$ cat src/rtl/pc_sequencer_if.sv
// rtl/pc_sequencer_if.sv - decode/incrementer/address-bus signal bundle for pc_sequencer
//
// Purpose: groups the command, incrementer and status signals of pc_sequencer.
//   slave  : the sequencer side (consumes commands and INC_Y, drives PC/status)
//   master : the decode / incrementer side
// Signals:
//   EN, LOAD, INC, CALL, RET  command strobes (EN gates all of them)
//   D[15:0]                   jump/call target
//   INC_A[15:0] / INC_Y[15:0] operand to / result from the shared INC16
//   PC[15:0]                  registered program counter
//   SP[$clog2(DEPTH):0]       number of valid return-stack entries
//   FAULT, OVF, UNF           fault state and sticky overflow/underflow flags
interface pc_sequencer_if #(
  parameter int DEPTH = 4
);
  localparam int SPW = $clog2(DEPTH) + 1;

  logic           EN;
  logic           LOAD;
  logic           INC;
  logic           CALL;
  logic           RET;
  logic [15:0]    D;
  logic [15:0]    INC_A;
  logic [15:0]    INC_Y;
  logic [15:0]    PC;
  logic [SPW-1:0] SP;
  logic           FAULT;
  logic           OVF;
  logic           UNF;

  modport slave (
    input  EN, LOAD, INC, CALL, RET, D, INC_Y,
    output INC_A, PC, SP, FAULT, OVF, UNF
  );

  modport master (
    output EN, LOAD, INC, CALL, RET, D, INC_Y,
    input  INC_A, PC, SP, FAULT, OVF, UNF
  );
endinterface

$ cat src/rtl/pc_sequencer.sv
// rtl/pc_sequencer.sv - program-counter sequencer with return-address stack
//
// Purpose: steps a 16-bit PC through the shared external INC16 and provides
//   jump, call and return via a DEPTH-entry LIFO return stack. Stack overflow
//   or underflow moves the block into a FAULT state that only reset leaves.
// Ports:
//   CLK  rising-edge clock
//   RST  synchronous active-high reset
//   bus  pc_sequencer_if.slave (commands, D, INC_A/INC_Y, PC, SP, flags)
module pc_sequencer #(
  parameter int DEPTH = 4
) (
  input  logic              CLK,
  input  logic              RST,
  pc_sequencer_if.slave     bus
);
  localparam int AW  = $clog2(DEPTH);
  localparam int SPW = AW + 1;

  localparam logic [0:0] ST_RUN   = 1'b0;
  localparam logic [0:0] ST_FAULT = 1'b1;

  logic [0:0]     state_q, state_d;
  logic [15:0]    pc_q, pc_d;
  logic [SPW-1:0] sp_q, sp_d;
  logic           ovf_q, ovf_d;
  logic           unf_q, unf_d;
  logic [15:0]    stack_q [DEPTH];

  logic           push;
  logic [AW-1:0]  push_idx;
  logic [AW-1:0]  pop_idx;
  logic           stack_full;
  logic           stack_empty;

  // When not full, SP < DEPTH so its low bits address the free slot directly.
  assign push_idx    = sp_q[AW-1:0];
  assign pop_idx     = AW'(sp_q - 1'b1);
  assign stack_full  = (sp_q == SPW'(DEPTH));
  assign stack_empty = (sp_q == '0);

  always_comb begin
    state_d = state_q;
    pc_d    = pc_q;
    sp_d    = sp_q;
    ovf_d   = ovf_q;
    unf_d   = unf_q;
    push    = 1'b0;
    if (state_q == ST_RUN && bus.EN) begin
      // Priority CALL > RET > LOAD > INC; only the winner acts.
      if (bus.CALL) begin
        if (!stack_full) begin
          push = 1'b1;
          sp_d = sp_q + 1'b1;
          pc_d = bus.D;
        end else begin
          ovf_d   = 1'b1;
          state_d = ST_FAULT;
        end
      end else if (bus.RET) begin
        if (!stack_empty) begin
          pc_d = stack_q[pop_idx];
          sp_d = sp_q - 1'b1;
        end else begin
          unf_d   = 1'b1;
          state_d = ST_FAULT;
        end
      end else if (bus.LOAD) begin
        pc_d = bus.D;
      end else if (bus.INC) begin
        pc_d = bus.INC_Y;
      end
    end
  end

  always_ff @(posedge CLK) begin
    if (RST) begin
      state_q <= ST_RUN;
      pc_q    <= '0;
      sp_q    <= '0;
      ovf_q   <= 1'b0;
      unf_q   <= 1'b0;
    end else begin
      state_q <= state_d;
      pc_q    <= pc_d;
      sp_q    <= sp_d;
      ovf_q   <= ovf_d;
      unf_q   <= unf_d;
    end
  end

  // The return address is the incrementer result for the pre-edge PC.
  always_ff @(posedge CLK) begin
    if (RST) begin
      for (int i = 0; i < DEPTH; i++) begin
        stack_q[i] <= '0;
      end
    end else if (push) begin
      stack_q[push_idx] <= bus.INC_Y;
    end
  end

  assign bus.INC_A = pc_q;
  assign bus.PC    = pc_q;
  assign bus.SP    = sp_q;
  assign bus.FAULT = (state_q == ST_FAULT);
  assign bus.OVF   = ovf_q;
  assign bus.UNF   = unf_q;
endmodule

$ cat src/flat_wrapper.sv
// flat-port wrapper written by rule: the top's interface ports become plain ports
module pc_sequencer_flat 
#(
  parameter int DEPTH = 4
)
  (CLK, RST, bus_EN, bus_LOAD, bus_INC, bus_CALL, bus_RET, bus_D, bus_INC_Y, bus_INC_A, bus_PC, bus_SP, bus_FAULT, bus_OVF, bus_UNF);
  pc_sequencer_if #(.DEPTH(DEPTH)) bus_i ();
  input  logic CLK;
  input  logic RST;
  input wire logic [$bits(bus_i.EN)-1:0] bus_EN;
  input wire logic [$bits(bus_i.LOAD)-1:0] bus_LOAD;
  input wire logic [$bits(bus_i.INC)-1:0] bus_INC;
  input wire logic [$bits(bus_i.CALL)-1:0] bus_CALL;
  input wire logic [$bits(bus_i.RET)-1:0] bus_RET;
  input wire logic [$bits(bus_i.D)-1:0] bus_D;
  input wire logic [$bits(bus_i.INC_Y)-1:0] bus_INC_Y;
  output wire logic [$bits(bus_i.INC_A)-1:0] bus_INC_A;
  output wire logic [$bits(bus_i.PC)-1:0] bus_PC;
  output wire logic [$bits(bus_i.SP)-1:0] bus_SP;
  output wire logic [$bits(bus_i.FAULT)-1:0] bus_FAULT;
  output wire logic [$bits(bus_i.OVF)-1:0] bus_OVF;
  output wire logic [$bits(bus_i.UNF)-1:0] bus_UNF;
  assign bus_i.EN = bus_EN;
  assign bus_i.LOAD = bus_LOAD;
  assign bus_i.INC = bus_INC;
  assign bus_i.CALL = bus_CALL;
  assign bus_i.RET = bus_RET;
  assign bus_i.D = bus_D;
  assign bus_i.INC_Y = bus_INC_Y;
  assign bus_INC_A = bus_i.INC_A;
  assign bus_PC = bus_i.PC;
  assign bus_SP = bus_i.SP;
  assign bus_FAULT = bus_i.FAULT;
  assign bus_OVF = bus_i.OVF;
  assign bus_UNF = bus_i.UNF;
  pc_sequencer #(.DEPTH(DEPTH)) u_core (.CLK(CLK), .RST(RST), .bus(bus_i));
endmodule
$ cat config.mk
export PLATFORM = sky130hd
export DESIGN_NAME = pc_sequencer_flat
export DESIGN_NICKNAME = d
export VERILOG_FILES = /design/src/rtl/pc_sequencer_if.sv /design/src/rtl/pc_sequencer.sv /design/src/flat_wrapper.sv
export SDC_FILE = /design/constraint.sdc
export NUM_CORES = 1
export LEC_CHECK = 0
export ABC_AREA = 1
export ABC_CLOCK_PERIOD_IN_PS = 2700
export CORE_MARGIN = 2
export CORE_UTILIZATION = 58
export DETAILED_ROUTE_END_ITERATION = 6
export DONT_BUFFER_PORTS = 1
export PLACE_DENSITY = 0.76
export SLEW_MARGIN = 20
export SYNTH_ARGS = -nofsm -noshare
export SYNTH_HDL_FRONTEND = slang
export SYNTH_SLANG_ARGS = --single-unit
$ cat constraint.sdc
create_clock -name CLK -period 2.7 [get_ports CLK]
set_input_delay 0.675 -clock CLK [delete_from_list [all_inputs] [get_ports CLK]]
set_output_delay 0.675 -clock CLK [all_outputs]
set_load 0.1 [all_outputs]
==> Flow_metrics.wiki <==
{| class="wikitable"
! Metric !! Value
|-
| Post-CTS setup-driven buffer insertion count || 0
|-
| Post-route DRC violation count || 0
|-
| Largest net degree at the start of global routing || 38
|-
| Initial core utilization || 60.0%
|-
| Count of max-cap constraint violations || 0
|-
| Clock tree from TritonCTS || built
|-
| Total number of clock tree sinks || 86
|-
| Final net count || 688
|-
| Number of synthesized register bits || 86
|-
| Maximum level of the CTS H-tree || 3
|-
| Number of instances resized during post-cts repair || 0
|-
| Synthesis-to-layout area growth || 6.58%
|-
| Terminus of the critical flop-to-flop path || u_core.stack_q[1][5]$_SDFFCE_PN0P_
|-
| Area leader, netlist || sky130_fd_sc_hd__edfxtp_1
|-
| Total setup violations reported at the end of the flow || 0
|-
| Die Y || 96.2 um
|-
| Syn nets || 692
|-
| Critical Path End || u_core.stack_q[1][5]$_SDFFCE_PN0P_
|-
| Critical path startpoint || u_core.bus.SP[1]$_SDFFE_PP0P_
|-
| Overflow after GRT || 0
|-
| Final worst path period share || 91.3%
|-
| Number of buffers and inverters on the critical path || 1
|-
| Seq/Total Area, Yosys || 48.0%
|-
| Max-slew violation count || 0
|-
| Share of post-route cells with drive strength above 1 || 15.5%
|-
| Largest delay contributor family on the critical path || simple AND/OR/NAND/NOR gates
|-
| Chip width || 96.2 um
|-
| Place WS || 135 ps
|-
| Area of all placed cells without fillers || 5250 um2
|-
| Clock transition at path regs || 80 ps
|-
| CTS root buf || sky130_fd_sc_hd__clkbuf_8
|-
| Clock period minus final worst setup slack || 2470 ps
|-
| Post-route setup slack || 234 ps
|-
| Vias in the first global route || 3776
|-
| Vias per cell || 5.21
|-
| Launch point of the worst reg-to-reg path || u_core.bus.SP[1]$_SDFFE_PP0P_
|-
| Count of antenna-violating nets left after detailed routing || 0
|-
| Std cell rows || 33
|-
| Critical path startpoint category || flip-flop
|-
| Transition time of the tightest slew-check pin || 750 ps
|-
| Post-Route WL || 11.7 mm
|-
| Buffers from clock root to sink, at most || 2
|-
| Antenna violations before repair || 0
|-
| Worst vdd rail ir drop || 0.000356 V
|-
| Kind of path behind the tightest hold check || input port to flip-flop
|-
| P per Cell Area || 700 nW/um2
|-
| Leakage dissipation || 2.60 nW
|-
| Proportion of netlist area held by the largest area contributor || 39.0%
|-
| Logic depth of the worst register-to-register path || 7
|-
| Crit path depth || 7
|-
| Area of the core || 8220 um2
|-
| Type of the setup path with the least slack || flip-flop to flip-flop
|-
| Final clock skew || 5.55 ps
|-
| RSZ-0062 raised after global routing || false
|-
| Post-synthesis instance area || 4930 um2
|-
| CP max FO || 17
|-
| Number of buffers added by the clock tree synthesis step || 9
|-
| Chain of cells forming the critical path || inv_1 > ha_1 > nand2_2 > nand4_4 > nor2_4 > nand2_4 > nand2_1
|-
| Register-to-register setup slack || 230 ps
|-
| Total of hold buffers inserted after clock tree synthesis || 0
|-
| Syn_area_per_cell || 7.58 um2
|-
| Slowest cell delay on critical path || 640 ps
|-
| Count of input and output buffers || 0
|-
| Cell count after synthesis || 650
|-
| Wire length of the first global-routing pass || 18.3 mm
|-
| Area post-placement || 5040 um2
|-
| Number of placed I/O pins || 77
|-
| Peak clock frequency supported by timing || 0.406 GHz
|-
| Overall die area || 9250 um2
|-
| Data required time of the critical path || 2700 ps
|-
| Vias after detailed routing || 3940
|-
| Initial DRC Count || 315
|-
| Number of search-and-repair iterations in the first detailed-routing pass || 5
|-
| HPWL after detailed placement || 7.67 mm
|-
| Warnings, synthesis || 0
|-
| Sum of internal, switching and leakage power || 3.67 mW
|-
| Final Hold Fails || 0
|-
| Arrival time of the worst setup path || 2470 ps
|-
| Post-DR wirelength/cell || 15.5 um
|-
| Crit end category || flip-flop
|-
| Max-slew headroom at the worst pin || 49.9%
|-
| Run status || finished clean
|-
| Insertion delay of the later-clocked pin in the worst-skew pair || 370 ps
|-
| Number of diodes || 0
|-
| Global router's overall resource usage || 26.8%
|-
| Count of unique library cells instantiated by Yosys || 30
|-
| Cell types with the largest area share after synthesis || sky130_fd_sc_hd__edfxtp_1 (39%), sky130_fd_sc_hd__nand2_1 (14%), sky130_fd_sc_hd__inv_1 (9.8%), sky130_fd_sc_hd__dfxtp_1 (8.9%), sky130_fd_sc_hd__nor2_1 (6.7%)
|-
| Final TNS setup || 0 ps
|-
| RePlAce Congestion || 0.815
|-
| Post-route core utilization || 63.9%
|-
| Crit path max-delay cell type || sky130_fd_sc_hd__nand2_1
|}
-- report_power, final --
group	leakage, nW	switching, mW	internal, mW
Sequential	0.850	0.0732	1.52
Combinational	1.65	0.865	0.223
Clock	0.103	0.482	0.514
Total	2.60	1.42	2.25
-- kinds of logic after synthesis --
kind of cell	Yosys count	share of synthesized area, %
simple gates	355	31.7
fa+ha+maj	3	0.762
xor+xnor	3	0.533
compound gates	29	3.05
buf+inv	174	16.0
flops	86	48.0
-- metal layers --
metal  global-route usage (%)  wire (um)  share of wire, %  up-vias
met3                     6.81       1130               9.7       19
met4                     9.52        165               1.4        0
met1                     32.7       4620                39     1827
li1                         -          -                 -     1934
met2                     45.8       5780                49      160
met5                        0          0                 0        -
-- synthesized netlist by cell type --
cell,n
sky130_fd_sc_hd__nor2_1,88
sky130_fd_sc_hd__buf_1,1
sky130_fd_sc_hd__nand2_2,3
sky130_fd_sc_hd__o31ai_1,1
sky130_fd_sc_hd__inv_2,3
sky130_fd_sc_hd__or2_2,4
sky130_fd_sc_hd__nor2_2,18
sky130_fd_sc_hd__nor4_1,1
sky130_fd_sc_hd__o21a_1,1
sky130_fd_sc_hd__nand3_1,45
sky130_fd_sc_hd__nand3_4,1
sky130_fd_sc_hd__nor2_4,4
sky130_fd_sc_hd__inv_1,128
sky130_fd_sc_hd__buf_4,18
sky130_fd_sc_hd__nand3_2,2
sky130_fd_sc_hd__nand2_4,2
sky130_fd_sc_hd__a21oi_1,19
sky130_fd_sc_hd__nand4_4,1
sky130_fd_sc_hd__edfxtp_1,64
sky130_fd_sc_hd__ha_1,3
sky130_fd_sc_hd__xor2_1,2
sky130_fd_sc_hd__o21ai_0,8
sky130_fd_sc_hd__clkbuf_1,4
sky130_fd_sc_hd__dfxtp_1,22
sky130_fd_sc_hd__buf_2,13
sky130_fd_sc_hd__xnor2_1,1
sky130_fd_sc_hd__nor3_1,1
sky130_fd_sc_hd__nand3b_4,1
sky130_fd_sc_hd__buf_6,7
sky130_fd_sc_hd__nand2_1,184
-- worst reg2reg max path, cell delays in order (launching register included) --
cell and delay [ps]:
sky130_fd_sc_hd__dfxtp_2 330, sky130_fd_sc_hd__inv_1 80, sky130_fd_sc_hd__ha_1 260, sky130_fd_sc_hd__nand2_2 120, sky130_fd_sc_hd__nand4_4 250, sky130_fd_sc_hd__nor2_4 230, sky130_fd_sc_hd__nand2_4 190, sky130_fd_sc_hd__nand2_1 640
-- layout by cell type (no fill, tap or decap), types with 3 or more instances in the layout --
master	instances
sky130_fd_sc_hd__nor2_2	18
sky130_fd_sc_hd__clkbuf_8	9
sky130_fd_sc_hd__inv_1	128
sky130_fd_sc_hd__inv_2	3
sky130_fd_sc_hd__nand2_1	184
sky130_fd_sc_hd__edfxtp_1	64
sky130_fd_sc_hd__nand2_2	3
sky130_fd_sc_hd__nor2_4	4
sky130_fd_sc_hd__o21ai_0	8
sky130_fd_sc_hd__ha_1	3
sky130_fd_sc_hd__or2_2	4
sky130_fd_sc_hd__a21oi_1	19
sky130_fd_sc_hd__dfxtp_1	4
sky130_fd_sc_hd__buf_4	25
sky130_fd_sc_hd__nor2_1	88
sky130_fd_sc_hd__buf_12	3
sky130_fd_sc_hd__dfxtp_2	17
sky130_fd_sc_hd__nand3_1	45
-- worst min-delay path by stage --
stage | start | endpoint | slack [ps] | cells after the start
after floorplan | u_core.stack_q[1][10]$_SDFFCE_PN0P_ | u_core.bus.INC_A[10]$_SDFFE_PP0P_ | 690 | 6
after global placement | u_core.bus.UNF$_SDFFE_PP0P_ | u_core.bus.UNF$_SDFFE_PP0P_ | 450 | 1
after detailed placement | u_core.bus.UNF$_SDFFE_PP0P_ | u_core.bus.UNF$_SDFFE_PP0P_ | 460 | 1
after CTS | RST | u_core.bus.SP[2]$_SDFFE_PP0P_ | 360 | 1
after global routing | RST | u_core.bus.SP[2]$_SDFFE_PP0P_ | 360 | 1
final | RST | u_core.bus.SP[2]$_SDFFE_PP0P_ | 370 | 1
-- state kept, by name, summed over array words and instances, names as in the netlist --
signal            cells
u_core.bus.UNF        1
u_core.bus.SP         3
u_core.bus.OVF        1
u_core.bus.INC_A     16
u_core.bus.FAULT      1
u_core.stack_q       64
-- area by class of cell --
type / count / area [um2]
Fill cell: 711 / 2970
Sequential cell: 86 / 2390
Multi-Input combinational cell: 390 / 1780
Inverter: 131 / 492
Timing Repair Buffer: 28 / 248
Tap cell: 105 / 131
Clock buffer: 9 / 124
Clock inverter: 7 / 88.8
-- per-stage QoR --
step,hold slack [ps],instances
2_1_floorplan,686,650
3_3_place_gp,449,740
3_5_place_dp,457,740
4_1_cts,358,756
5_1_grt,361,756
6_report,368,756
(Power assumes the default switching activity.)
==> patch: new RTL, same settings <==
Reset style: asynchronous (`RST`), changed in 2 clocked blocks. Comments in the files are not updated.
--- a/src/rtl/pc_sequencer.sv
+++ b/src/rtl/pc_sequencer.sv
@@ -73,7 +73,7 @@
     end
   end
 
-  always_ff @(posedge CLK) begin
+  always_ff @(posedge CLK or posedge RST) begin
     if (RST) begin
       state_q <= ST_RUN;
       pc_q    <= '0;
@@ -90,7 +90,7 @@
   end
 
   // The return address is the incrementer result for the pre-edge PC.
-  always_ff @(posedge CLK) begin
+  always_ff @(posedge CLK or posedge RST) begin
     if (RST) begin
       for (int i = 0; i < DEPTH; i++) begin
         stack_q[i] <= '0;
Formal check against the unedited RTL: differs if RST is asserted again (counterexample within 4 cycles, from zero or initial values and one cycle with RST high); with RST held inactive, the same outputs for 4 cycles.
==> patch against the unedited design <==
Via count increased by 3.5%; area after synthesis increased by 1.2%; largest cell class unchanged; design area decreased by 1.8%; worst hold slack got worse by 0.10 ns; wire length decreased by 5.7%; worst setup slack improved by 0.38 ns; critical path type unchanged; die area increased by 1.1%; sequential cell count unchanged; highest routed layer unchanged; critical endpoint is now u_core.stack_q[7]$_DFFE_PP0P_.
Power is not compared: it rests on default switching activity, and its combinational part moved more than twofold at a synthesized area within 25%.
==> patch: results (changes against the unedited design) <==
Detailed routing
  – Routed wl met3: 648 microns (-43%)
  – Met2 Wirelength: 5570 microns (-3.7%)
  – Final WL: 11000 microns (-5.7%)
  – DR pass1 iterations: 4 (-1)
  – Starting DRT DRC Count: 251 (-20%)
  – Metal1 wirelength: 4390 microns (-4.9%)
  – DR vias: 4079 (+3.5%)

Critical path
  – CP max stage delay: 0.55 ns (-0.09 ns)
  – CP max FO: 35 (+18)
  – Worst Reg2Reg Path Length in Cells: 5 (-2)
  – Slowest CP cell: buf_4
  – Critical R2R Launch: u_core.bus.SP[0]$_DFFE_PP0P_
  – CP Capture Point: u_core.stack_q[7]$_DFFE_PP0P_
  – R2R setup slack: 0.62 ns (+0.38 ns)
  – Worst EP arrival: 2.32 ns (-0.15 ns)

GRT
  – M1 GR Usage: 28.5% (-4.2 points)
  – M3 GR Usage: 6.65% (-0.17 points)
  – Met2 GRT Util: 44.4% (-1.3 points)
  – Vias in the first global route: 4213 (+12%)
  – GRT Overall Usage: 25.2% (-1.5 points)
  – Largest net degree at the start of global routing: 39 (+2.6%)
  – First-pass GRT wire length: 19200 microns (+5.3%)

Yosys
  – Post-synth top cells: nand2_1, inv_1, dfrtp_1
  – Netlist cell types: 26 (-13%)
  – FFs w/ async S/R, synth: 100% (+100 points)
  – Net count after synthesis: 728 (+5.2%)
  – Seq/Total Area, Yosys: 43.2% (-4.8 points)
  – Area contributors post-synth: dfrtp_1, nand2_1, inv_1

Placement
  – DP HPWL: 7740 microns (+0.83%)
  – GPL Wtd Cong: 0.812 (-0.45%)

Layout
  – Max reg flops: 64 (unchanged)
  – Share of layout cells above drive strength 1: 15.7% (+0.21 points)
  – Fin nets: 714 (+3.8%)
  – Layout fillers: 754 (+6.0%)

Clocking
  – Post-CTS Setup Inserts: 0 (unchanged)
  – Root Buffer: clkbuf_8

STA
  – Clk_skew: 0.00899 ns (+0.00344 ns)
  – Worst Tran Pin Value: 0.963 ns (+0.212 ns)

Min path
  – Hold/Removal Path Class: input port to asynchronous set/reset pin

Run status
  – Status: finished clean

Power
  – Switching share of power: 26.3%
-- patch: changes by cell type after synthesis, moves of 6 or more --
cell | before | now
buf_6 | 7 | 13
nor2_2 | 18 | 0
nand2_1 | 184 | 290
o21ai_2 | 0 | 27
dfrtp_1 | 0 | 86
a21oi_1 | 19 | 0
o21ai_1 | 0 | 38
edfxtp_1 | 64 | 0
dfxtp_1 | 22 | 0
inv_1 | 128 | 106
nor2_1 | 88 | 4
-- patch: kinds of logic after synthesis --
kind of cell	after synthesis	share of synthesized area [%]
and+or+nand+nor	356	29.4
DFF	86	43.2
AOI/OAI and AO/OA	77	9.94
adders and majority gates	6	1.51
buffers and inverters	156	15.6
xor gates and xnor gates	2	0.351
-- patch: area by class of cell --
type                            instances  area (sq um)  share of cell area [%]
Multi-Input combinational cell        441          2050                    39.8
Sequential cell                        86          2170                    42.1
Timing Repair Buffer                   22           203                    3.93
Clock buffer                            9           124                    2.40
Inverter                              109           415                    8.06
Clock inverter                          7          56.3                    1.09
Tap cell                              105           131                    2.55
-- patch: per-stage QoR --
| step | cells | hold WS [ns] | worst slack, ns | cell area, sq um | total power, mW |
|---|---|---|---|---|---|
| 2_1_floorplan | 683 | 0.455 | 0.274 | 4990 | 1.42 |
| 3_5_place_dp | 763 | 0.469 | 0.637 | 4980 | 1.44 |
| 5_1_grt | 779 | 0.308 | 0.429 | 5160 | 2.35 |
| 4_1_cts | 779 | 0.279 | 0.626 | 5160 | 2.28 |
| 6_report | 779 | 0.266 | 0.617 | 5160 | 2.26 |
| 3_3_place_gp | 763 | 0.464 | 0.702 | 4980 | 1.43 |
-- patch: worst reg2reg max path, stage by stage, from the launching register on --
cell and delay, ns:
dfrtp_2 0.37, buf_4 0.55, ha_1 0.32, nand2_2 0.41, nand2_1 0.24, o21ai_2 0.07
